[src/rtl/seven_segment_scan_controller.sv]
// Multiplexed seven-segment scan controller with a guarded digit
// sequence and a one-entry update buffer applied only at frame end.
module seven_segment_scan_controller #(
   parameter int NUM_DIGITS = 4,
   parameter int DWELL      = 1000
) (
   input  logic                    clk,
   input  logic                    rst,
   input  logic                    upd_valid,
   output logic                    upd_ready,
   input  logic [4*NUM_DIGITS-1:0] upd_data,
   input  logic                    lz_blank,
   output logic [3:0]              bcd_out,
   output logic [NUM_DIGITS-1:0]   an_n,
   output logic                    blank,
   output logic                    frame_done
);

   localparam int W  = 4 * NUM_DIGITS;
   localparam int IW = $clog2(NUM_DIGITS);
   localparam int CW = $clog2(DWELL + 2);

   typedef enum logic {
      GUARD,
      ON
   } state_t;

   state_t                state, state_nxt;
   logic [IW-1:0]         idx, idx_nxt;
   logic [CW-1:0]         cnt, cnt_nxt;
   logic [W-1:0]          disp, disp_nxt;
   logic [W-1:0]          pend, pend_nxt;
   logic                  pend_full, pend_full_nxt;
   logic [3:0]            bcd_nxt;
   logic [NUM_DIGITS-1:0] an_nxt;
   logic                  blank_nxt;
   logic                  fd_nxt;
   logic                  z;
   logic                  lzk;

   assign upd_ready = !pend_full;

   always_comb begin
      state_nxt     = state;
      idx_nxt       = idx;
      cnt_nxt       = cnt + 1'b1;
      disp_nxt      = disp;
      pend_nxt      = pend;
      pend_full_nxt = pend_full;
      bcd_nxt       = 4'd0;
      an_nxt        = '1;
      blank_nxt     = 1'b1;
      fd_nxt        = 1'b0;
      z             = 1'b1;
      lzk           = 1'b0;

      unique case (state)
         GUARD: begin
            if (cnt == CW'(1)) begin
               state_nxt = ON;
               cnt_nxt   = '0;
            end
         end
         ON: begin
            if (cnt == CW'(DWELL - 1)) begin
               state_nxt = GUARD;
               cnt_nxt   = '0;
               if (idx == IW'(NUM_DIGITS - 1))
                  idx_nxt = '0;
               else
                  idx_nxt = idx + 1'b1;
            end
         end
      endcase

      // buffer drains only at the frame boundary so a frame never tears
      if (frame_done && pend_full) begin
         disp_nxt      = pend;
         pend_full_nxt = 1'b0;
      end
      if (upd_valid && upd_ready) begin
         pend_nxt      = upd_data;
         pend_full_nxt = 1'b1;
      end

      // z: all digits from the top down to k are zero
      for (int k = NUM_DIGITS - 1; k >= 0; k--) begin
         z = z && (disp_nxt[4*k +: 4] == 4'd0);
         if (IW'(k) == idx_nxt) begin
            bcd_nxt = disp_nxt[4*k +: 4];
            lzk     = z && (k != 0);
         end
      end

      if (state_nxt == ON) begin
         an_nxt[idx_nxt] = 1'b0;
         blank_nxt = (bcd_nxt > 4'd9) || (lz_blank && lzk);
         fd_nxt = (idx_nxt == IW'(NUM_DIGITS - 1)) &&
                  (cnt_nxt == CW'(DWELL - 1));
      end
   end

   always_ff @(posedge clk) begin
      if (rst) begin
         state      <= GUARD;
         idx        <= '0;
         cnt        <= '0;
         disp       <= '0;
         pend       <= '0;
         pend_full  <= 1'b0;
         an_n       <= '1;
         bcd_out    <= 4'd0;
         blank      <= 1'b1;
         frame_done <= 1'b0;
      end else begin
         state      <= state_nxt;
         idx        <= idx_nxt;
         cnt        <= cnt_nxt;
         disp       <= disp_nxt;
         pend       <= pend_nxt;
         pend_full  <= pend_full_nxt;
         an_n       <= an_nxt;
         bcd_out    <= bcd_nxt;
         blank      <= blank_nxt;
         frame_done <= fd_nxt;
      end
   end

endmodule

[config.mk]
export PLATFORM = sky130hd
export DESIGN_NAME = seven_segment_scan_controller
export DESIGN_NICKNAME = d
export VERILOG_FILES = /design/src/rtl/seven_segment_scan_controller.sv
export SDC_FILE = /design/constraint.sdc
export NUM_CORES = 1
export LEC_CHECK = 0
export ABC_AREA = 1
export CAP_MARGIN = 20
export CORE_UTILIZATION = 45
export CTS_CLUSTER_DIAMETER = 100
export DETAILED_ROUTE_END_ITERATION = 8
export HOLD_SLACK_MARGIN = 0.08
export PLACE_DENSITY = 0.66
export RECOVER_POWER = 50
export SETUP_SLACK_MARGIN = 0.4
export SYNTH_ARGS = -nofsm -noshare
export SYNTH_HDL_FRONTEND = slang
export SYNTH_SLANG_ARGS = --single-unit
[constraint.sdc]
create_clock -name clk -period 3.1 [get_ports clk]
set_clock_uncertainty 0.05 [all_clocks]
set_input_delay 0.31 -clock clk [delete_from_list [all_inputs] [get_ports clk]]
set_output_delay 0.31 -clock clk [all_outputs]
set_load 0.05 [all_outputs]
==> results.cfg, run 1 <==
[detailed_routing]
via_count = 2036
vias_per_cell = 4.79
drc = 0
firstDrtPassIters = 4
routedWlPerCell_um = 11.0
ant_nets = 0
route.final.wire_length_um = 4660
drtIter0Drc = 96

[worst_setup_path]
required_ps = 3260
path_max_fanout = 24
cp-end-kind = register
critPathKind = reg2reg
cp_data_arrival_time_ps = 2290
start_kind = register

[logic_synthesis]
synth_top_area_share_pct = 46.1
async_reset_ff_share_pct = 0
synthDominantAreaCellType = dfxtp_1
synth_nets = 348
synth_commonest_cells = nor2_1 (68), dfxtp_1 (56), inv_1 (38), nand2_1 (38), o21ai_0 (33)
ys.flop_type = dfxtp_1
yosys_warnings = 0
ys_ff_latch = 56
yosysUniqueCellTypes = 31
synth_most_common_cell = nor2_1
syn_area_mm2 = 0.00243
syn_inst = 325
synth_edf_count = 0
synth_seq_area_share_pct = 46.1
avgSynthCellArea_um2 = 7.48
ys_top_cells_by_area = dfxtp_1 (46%), nor2_1 (10%), o21ai_0 (6.8%), inv_1 (5.9%), nand2_1 (5.9%)

[layout]
nets = 377
multi_input_area_mm2 = 0.00111
seqCellArea_mm2 = 0.00112
fin_util_pct = 56.0
drive_gt1_share_pct = 8.45
stdcell_area_mm2 = 0.00290
fillers = 509
diodes = 0
area_growth_pct = 19.1

[sta]
setup_violations = 0
rsz0062_at_grt = false
final.min_clock_period_ps = 2130
hold_viol_final = 0
finalCritPeriodShare_pct = 68.6
timing.fmax_mhz = 470
finalMaxSlewViolations = 0
worstMarginPinSlew_ps = 716
tns_ps = 0
relSlewSlack_pct = 52.2

[clock_tree]
cts_setup_buffers = 0
htreeDepth = 2
cts_made_buffers = 5
hold_buffers = 0
cts_tree = built
clkLatencyLatePin_ps = 310
postCtsResizedCells = 0
clockRootBuffer = clkbuf_8
clk_pin_slew_worst_paths_ps = 90
cts.sinks = 56
clockBufferDepth = 2

[placement]
gp_congestion = 0.884
placed_area_mm2 = 0.00280
io_buffers = 30
place_hpwl_um = 3600

[global_routing]
grt_max_degree = 27
track_usage_pct = 19.0
grt_overflow_total = 0
grt_pass1_wl_um = 8050
antenna_found_initial = 0
grt_pass1_vias = 1905

[floorplan]
rows = 26
die_w_um = 75.5
core-area_mm2 = 0.00517
die_h_um = 75.5
io_pins = 31
start_util_pct = 47.0
dieArea_mm2 = 0.00570

[flow_run]
cap_violations = 0

[power]
power_density_mw_per_mm2 = 483
ir_drop_mv = 0.276
p_leak_nw = 1.25

[status]
outcome = finished, final reports clean

[worst_hold_path]
min_path_type = reg2reg
==> flip-flops by register name, summed over array words and instances, names as in the netlist <==
register,count
pend,16
frame_done,1
state,1
bcd_out,4
pend_full,1
idx,2
cnt,10
blank,1
an_n,4
disp,16
==> layer usage <==
metal,part of all wire [%],global-route usage (%),up-vias,wire length [um]
li1,-,-,1096,-
met5,0,0,-,0
met2,47,32.1,39,2190
met3,3.6,4.37,6,168
met4,1.6,7.00,0,74
met1,48,23.6,895,2230
==> critical path, stage by stage (launching register included) <==
cell and delay [ps]:
dfxtp_1 340, nand2_1 530, inv_1 190, or2_1 250, o21ai_0 140, inv_1 80
nand3_1 90, nand3_1 100, nor2_2 110, nand2_1 60, nand2_1 50, nand2_1 40
==> layout by cell type, fill, tap and decap left out, types with 2 or more instances in the layout <==
cell type	Yosys	final
or2_1	2	2
nand2_1	38	38
clkdlybuf4s50_1	0	29
nand4_1	11	11
mux2i_1	5	5
dfxtp_1	56	56
inv_1	38	38
or2_2	3	3
ha_1	3	3
nand2_4	2	2
a21oi_1	5	5
o21ai_0	33	33
nand3b_1	2	2
clkbuf_8	0	5
nor3_1	3	3
nor2_2	5	3
xor2_1	2	2
nor2_1	68	70
nand3_1	19	20
o211ai_1	2	2
buf_4	0	2
nand2_2	7	7
==> path summary, 6_finish.rpt <==
path / startpoint / to / slack [ps] / cells after the start
max: pend_full$_SDFFE_PP0P_ / blank$_SDFF_PP1_ / 970 / 11
min: pend[6]$_SDFFE_PP0P_ / pend[6]$_SDFFE_PP0P_ / 410 / 2
max reg2reg: pend_full$_SDFFE_PP0P_ / blank$_SDFF_PP1_ / 970 / 11
min reg2reg: pend[6]$_SDFFE_PP0P_ / pend[6]$_SDFFE_PP0P_ / 410 / 2
==> logic make-up (layout without fill, tap and decap cells) <==
family / count (synthesis) / count (layout) / share of synthesized area (%)
AND/OR/NAND/NOR: 167 / 167 / 32.6
flip-flops: 56 / 56 / 46.1
buffers and inverters: 49 / 79 / 7.66
AO/OA/AOI/OAI: 42 / 42 / 9.00
multiplexers: 5 / 5 / 2.06
adder cells (fa/ha/maj): 3 / 3 / 1.54
XOR/XNOR: 3 / 3 / 1.08
==> final cells by class <==
cell class	instances	area share, %
Tap cell	70	3.02
Inverter	39	5.05
Sequential cell	56	38.7
Clock buffer	5	2.38
Clock inverter	3	1.47
Timing Repair Buffer	32	10.9
Multi-Input combinational cell	220	38.5
==> stage by stage <==
step	setup WS [ps]	instances	hold WS [ps]	total power, W
floorplan	1280	325	375	0.000884
global placement	1050	417	391	0.000943
detailed placement	995	417	397	0.000945
CTS	955	425	410	0.00142
global route	650	425	456	0.00146
finish	974	425	406	0.00140
==> report_power, final <==
| group | leakage, nW | internal (W) | switching [W] |
|---|---|---|---|
| sequential | 0.456 | 0.000751 | 0.0000203 |
| combinational | 0.738 | 0.0000628 | 0.0000918 |
| clock | 0.0541 | 0.000239 | 0.000235 |
| total | 1.25 | 0.00105 | 0.000347 |
Power figures use the tool's default switching activity.
==> run 2, diff against run 1 <==
--- a/config.mk
+++ b/config.mk
@@ -11,7 +11,7 @@
 export CTS_CLUSTER_DIAMETER = 100
 export DETAILED_ROUTE_END_ITERATION = 8
 export HOLD_SLACK_MARGIN = 0.08
-export PLACE_DENSITY = 0.66
+export PLACE_DENSITY = 0.69
 export RECOVER_POWER = 50
 export SETUP_SLACK_MARGIN = 0.4
 export SYNTH_ARGS = -nofsm -noshare
==> constraint.sdc (replaced) <==
create_clock -name clk -period 1.9 [get_ports clk]
set_clock_uncertainty 0.05 [all_clocks]
set_input_delay 0.19 -clock clk [delete_from_list [all_inputs] [get_ports clk]]
set_output_delay 0.19 -clock clk [all_outputs]
set_load 0.05 [all_outputs]
==> results.cfg, run 2 (synthesis results as in run 1) <==
[placement]
gp_congestion = 0.883
dp_cells = 421
dp_slack_ps = 154
place_hpwl_um = 3970
placed_area_mm2 = 0.00287
io_buffers = 30

[sta]
tns_ps = 0
final.min_clock_period_ps = 1670
hold_slack_ps = 415
setup_violations = 0
finalMaxSlewViolations = 0
fin_ws_ps = 228
timing.fmax_mhz = 598
finalCritPeriodShare_pct = 88.0
hold_viol_final = 0
rsz0062_at_grt = true
worstMarginPinSlew_ps = 691
relSlewSlack_pct = 53.9

[power]
power_density_mw_per_mm2 = 726
ir_drop_mv = 0.355
p_leak_nw = 1.40

[clock_tree]
htreeDepth = 2
clockBufferDepth = 2
clk_pin_slew_worst_paths_ps = 100
cts.sinks = 56
clkLatencyLatePin_ps = 300
clockRootBuffer = clkbuf_8
hold_buffers = 0
cts_made_buffers = 5
cts_tree = built

[floorplan]
rows = 26
die_w_um = 75.5
start_util_pct = 47.0
io_pins = 31
core-area_mm2 = 0.00517
die_h_um = 75.5
dieArea_mm2 = 0.00570

[layout]
multi_input_area_mm2 = 0.00134
fillers = 487
seqCellArea_mm2 = 0.00114
final_cells = 441
area_growth_pct = 32.7
drive_gt1_share_pct = 23.2
reg.largest.list = disp: 16 flops, pend: 16 flops, cnt: 10 flops
nets = 393
diodes = 0
layout_commonest_cell = nor2_1
final_cell_mix = nor2_1 (61), dfxtp_1 (48), inv_1 (35), o21ai_0 (31), nand2_1 (29)
stdcell_area_mm2 = 0.00323

[global_routing]
grt_max_degree = 26
grt_overflow_total = 0
antenna_found_initial = 0
track_usage_pct = 21.1
grt_pass1_vias = 2021
grt_pass1_wl_um = 9020

[detailed_routing]
drtIter0Drc = 63
firstDrtPassIters = 4
via_count = 2229
vias_per_cell = 5.05
route.final.wire_length_um = 5600
drc = 0
routedWlPerCell_um = 12.7
ant_nets = 0

[worst_setup_path]
start_kind = register
cp-end-kind = register
critPathKind = reg2reg
required_ps = 2100
path_max_fanout = 5
cp_data_arrival_time_ps = 1870

[worst_hold_path]
min_path_type = reg2reg

[status]
outcome = finished, final reports clean

[flow_run]
cap_violations = 0
## run 2: layout make-up
type | instances | area share (%)
timing repair buffer | 46 | 12.3
inverter | 39 | 4.61
clock inverter | 1 | 0.271
clock buffer | 7 | 3.33
tap | 70 | 2.71
sequential | 56 | 35.2
multi-input combinational | 222 | 41.6
## run 2: per-layer routing
metal	global-route usage (%)	vias to the layer above	wire length [um]
met1	25.8	1036	2490
met3	3.97	9	167
li1	-	1135	-
met4	7.41	0	80
met5	0	-	0
met2	37.0	49	2860
## run 2: worst paths after layout
kind	start	endpoint	slack [ps]	depth (start not counted)
worst max-delay path	cnt[0]$_SDFF_PP0_	blank$_SDFF_PP1_	230	10
worst min-delay path	pend[8]$_SDFFE_PP0P_	pend[8]$_SDFFE_PP0P_	410	2
worst max register to register	cnt[0]$_SDFF_PP0_	blank$_SDFF_PP1_	230	10
worst min register to register	pend[8]$_SDFFE_PP0P_	pend[8]$_SDFFE_PP0P_	410	2
## run 2: repair_timing
action                                  CTS  global route
gates cloned                              2             0
endpoints found under the setup margin   28            22
resized for setup                        37            31
pin swaps                                 4            18
endpoints found under the hold margin     0             0
setup buffers                             7             3
## run 2: through the flow
step / total power, W / util (%)
6_report: 0.00234 / 62.4
5_1_grt: 0.00244 / 62.4
4_1_cts: 0.00235 / 60.5
3_5_place_dp: 0.00156 / 55.4
3_3_place_gp: 0.00156 / 55.4
2_1_floorplan: 0.00145 / -
## run 2: worst max-delay path, stage by stage (launching register included)
cell	delay [ps]
dfxtp_4	380
ha_4	160
nand2_4	70
nor2_4	160
nand4_1	180
nand2_4	160
nand2_4	70
or2_4	240
nand2_2	70
nand2_1	50
nand2_1	40
## run 2: where the power goes
part	leakage, nW	switching (W)	internal (W)
Clock	0.0596	0.000377	0.000379
Combinational	0.883	0.000186	0.000137
Sequential	0.460	0.0000391	0.00123
Total	1.40	0.000602	0.00174
==> run 3, diff against run 2 <==
--- a/config.mk
+++ b/config.mk
@@ -7,11 +7,11 @@
 export LEC_CHECK = 0
 export ABC_AREA = 1
 export CAP_MARGIN = 20
-export CORE_UTILIZATION = 45
+export CORE_UTILIZATION = 49
 export CTS_CLUSTER_DIAMETER = 100
 export DETAILED_ROUTE_END_ITERATION = 8
 export HOLD_SLACK_MARGIN = 0.08
-export PLACE_DENSITY = 0.69
+export PLACE_DENSITY = 0.74
 export RECOVER_POWER = 50
 export SETUP_SLACK_MARGIN = 0.4
 export SYNTH_ARGS = -nofsm -noshare
==> results.cfg, run 3 (synthesis results as in run 1) <==
[status]
outcome = finished, final reports clean

[sta]
hold_viol_final = 0
rsz0062_at_grt = true
worstMarginPinSlew_ps = 850
tns_ps = 0
fin_ws_ps = 200
finalCritPeriodShare_pct = 89.4
final.min_clock_period_ps = 1700
finalMaxSlewViolations = 0
setup_violations = 0
timing.fmax_mhz = 588
relSlewSlack_pct = 43.3

[flow_run]
cap_violations = 0

[detailed_routing]
vias_per_cell = 5.11
firstDrtPassIters = 4
drtIter0Drc = 112
routedWlPerCell_um = 13.1
drc = 0
ant_nets = 0
route.final.wire_length_um = 5830
via_count = 2271

[placement]
io_buffers = 30
place_hpwl_um = 3880
dp_slack_ps = 190
gp_congestion = 0.855

[floorplan]
start_util_pct = 51.2
io_pins = 31
die_w_um = 72.5
dieArea_mm2 = 0.00525
rows = 25
core-area_mm2 = 0.00475
die_h_um = 72.5

[layout]
drive_gt1_share_pct = 22.0
nets = 399
fillers = 412
seqCellArea_mm2 = 0.00114
area_growth_pct = 32.4
multi_input_area_mm2 = 0.00132
diodes = 0
layout_commonest_cell = nor2_1
reg.largest.list = disp: 16 flops, pend: 16 flops, cnt: 10 flops
fin_util_pct = 67.7
final_cell_mix = nor2_1 (63), dfxtp_1 (48), inv_1 (35), nand2_1 (30), o21ai_0 (30)

[global_routing]
track_usage_pct = 23.5
grt_use_met1_pct = 27.2
met2_usage_pct = 42.3
use_met3_pct = 4.44
grt_max_degree = 26
antenna_found_initial = 0
grt_overflow_total = 0
grt_pass1_vias = 2069
grt_pass1_wl_um = 9340
gr-max-usage-layer = met2

[clock_tree]
htreeDepth = 2
cts_tree = built
cts.sinks = 56
clkLatencyLatePin_ps = 320
clockBufferDepth = 2
hold_buffers = 0
clockRootBuffer = clkbuf_8
clk_pin_slew_worst_paths_ps = 110
cts_made_buffers = 5

[worst_hold_path]
min_path_type = reg2reg

[worst_setup_path]
cp_cell_sequence = ha_4, nand3_1, nor2_2, nand2_1, xor2_1, nand3_1, nor2_1, nand3_1, nor2_2
critPathBufInv = 0
path_delay_family = simple AND/OR/NAND/NOR gates
cpMaxStageDelayCell = dfxtp_4
path_max_fanout = 3
crit_top_cell = nand3_1
cp-end-kind = register
cpPeakStageDelay_ps = 380
start_kind = register
critPathKind = reg2reg
cp_data_arrival_time_ps = 1910
required_ps = 2110

[power]
p_leak_nw = 1.41
p_sw_share_pct = 27.3
internal-power_w = 0.00163
ir_drop_mv = 0.442
switching_power_w = 0.000611
pwr-share-clk_pct = 28.6
power_density_mw_per_mm2 = 695
seqPwrFrac_pct = 56.9
combPwrFrac_pct = 14.5
==> run 3: cell count changes in the layout (fill, tap and decap cells not counted), moves of 2 or more <==
cell      before  now
buf_4         13   16
clkbuf_4       0    2
nand3_1       14   16
nand3_2        5    3
nor2_1        61   63
nor2_2         8    5
==> run 3: worst register-to-register path: cells and delay by family (launching register included) <==
family,cells,cell delay (ps)
DFF,1,380
adders and majority gates,1,160
xor gates and xnor gates,1,220
and+or+nand+nor,7,820
==> run 3: final cells by class <==
type | count | share of cell area [%]
multi-input cells | 222 | 41.1
flip-flops and latches | 56 | 35.3
repair buffers | 52 | 13.9
inverters | 39 | 4.55
well taps | 67 | 2.60
clock buffers | 6 | 2.25
clock inverters | 2 | 0.389
==> run 3: power by group through the flow <==
stage                     clock network (W)  registers [W]  logic, W
final                              0.000640        0.00127  0.000324
after global routing               0.000692        0.00128  0.000355
after CTS                          0.000646        0.00127  0.000301
after detailed placement                  0        0.00129  0.000267
after global placement                    0        0.00129  0.000264
after floorplan                           0        0.00132  0.000135
==> run 3: worst paths after layout <==
check                       start                     to  slack (ps)  depth (start not counted)
min          pend[9]$_SDFFE_PP0P_   pend[9]$_SDFFE_PP0P_         400                          2
max reg2reg     cnt[1]$_SDFF_PP0_  frame_done$_SDFF_PP0_         200                          9
max             cnt[1]$_SDFF_PP0_  frame_done$_SDFF_PP0_         200                          9
min reg2reg  pend[9]$_SDFFE_PP0P_   pend[9]$_SDFFE_PP0P_         400                          2
==> run 3: repair_timing <==
item,CTS,global route
pin swaps,10,5
setup endpoints to repair,29,22
resized for setup,43,19
cloned,2,0
buffers inserted,10,3
==> run 3: per-stage QoR <==
step	std cells	total power, W	hold WS, ps	cell area [um^2]
6_report	444	0.00224	405	3220
2_1_floorplan	325	0.00145	292	2470
3_5_place_dp	421	0.00156	396	2890
5_1_grt	444	0.00233	432	3220
3_3_place_gp	421	0.00156	393	2890
4_1_cts	441	0.00222	408	3170
==> run 3: layer usage <==
layer	wire, um	share of wire (%)	vias up
met2	2980	51	56
met5	0	0	-
met3	205	3.5	12
met1	2530	43	1059
met4	122	2.1	0
li1	-	-	1144
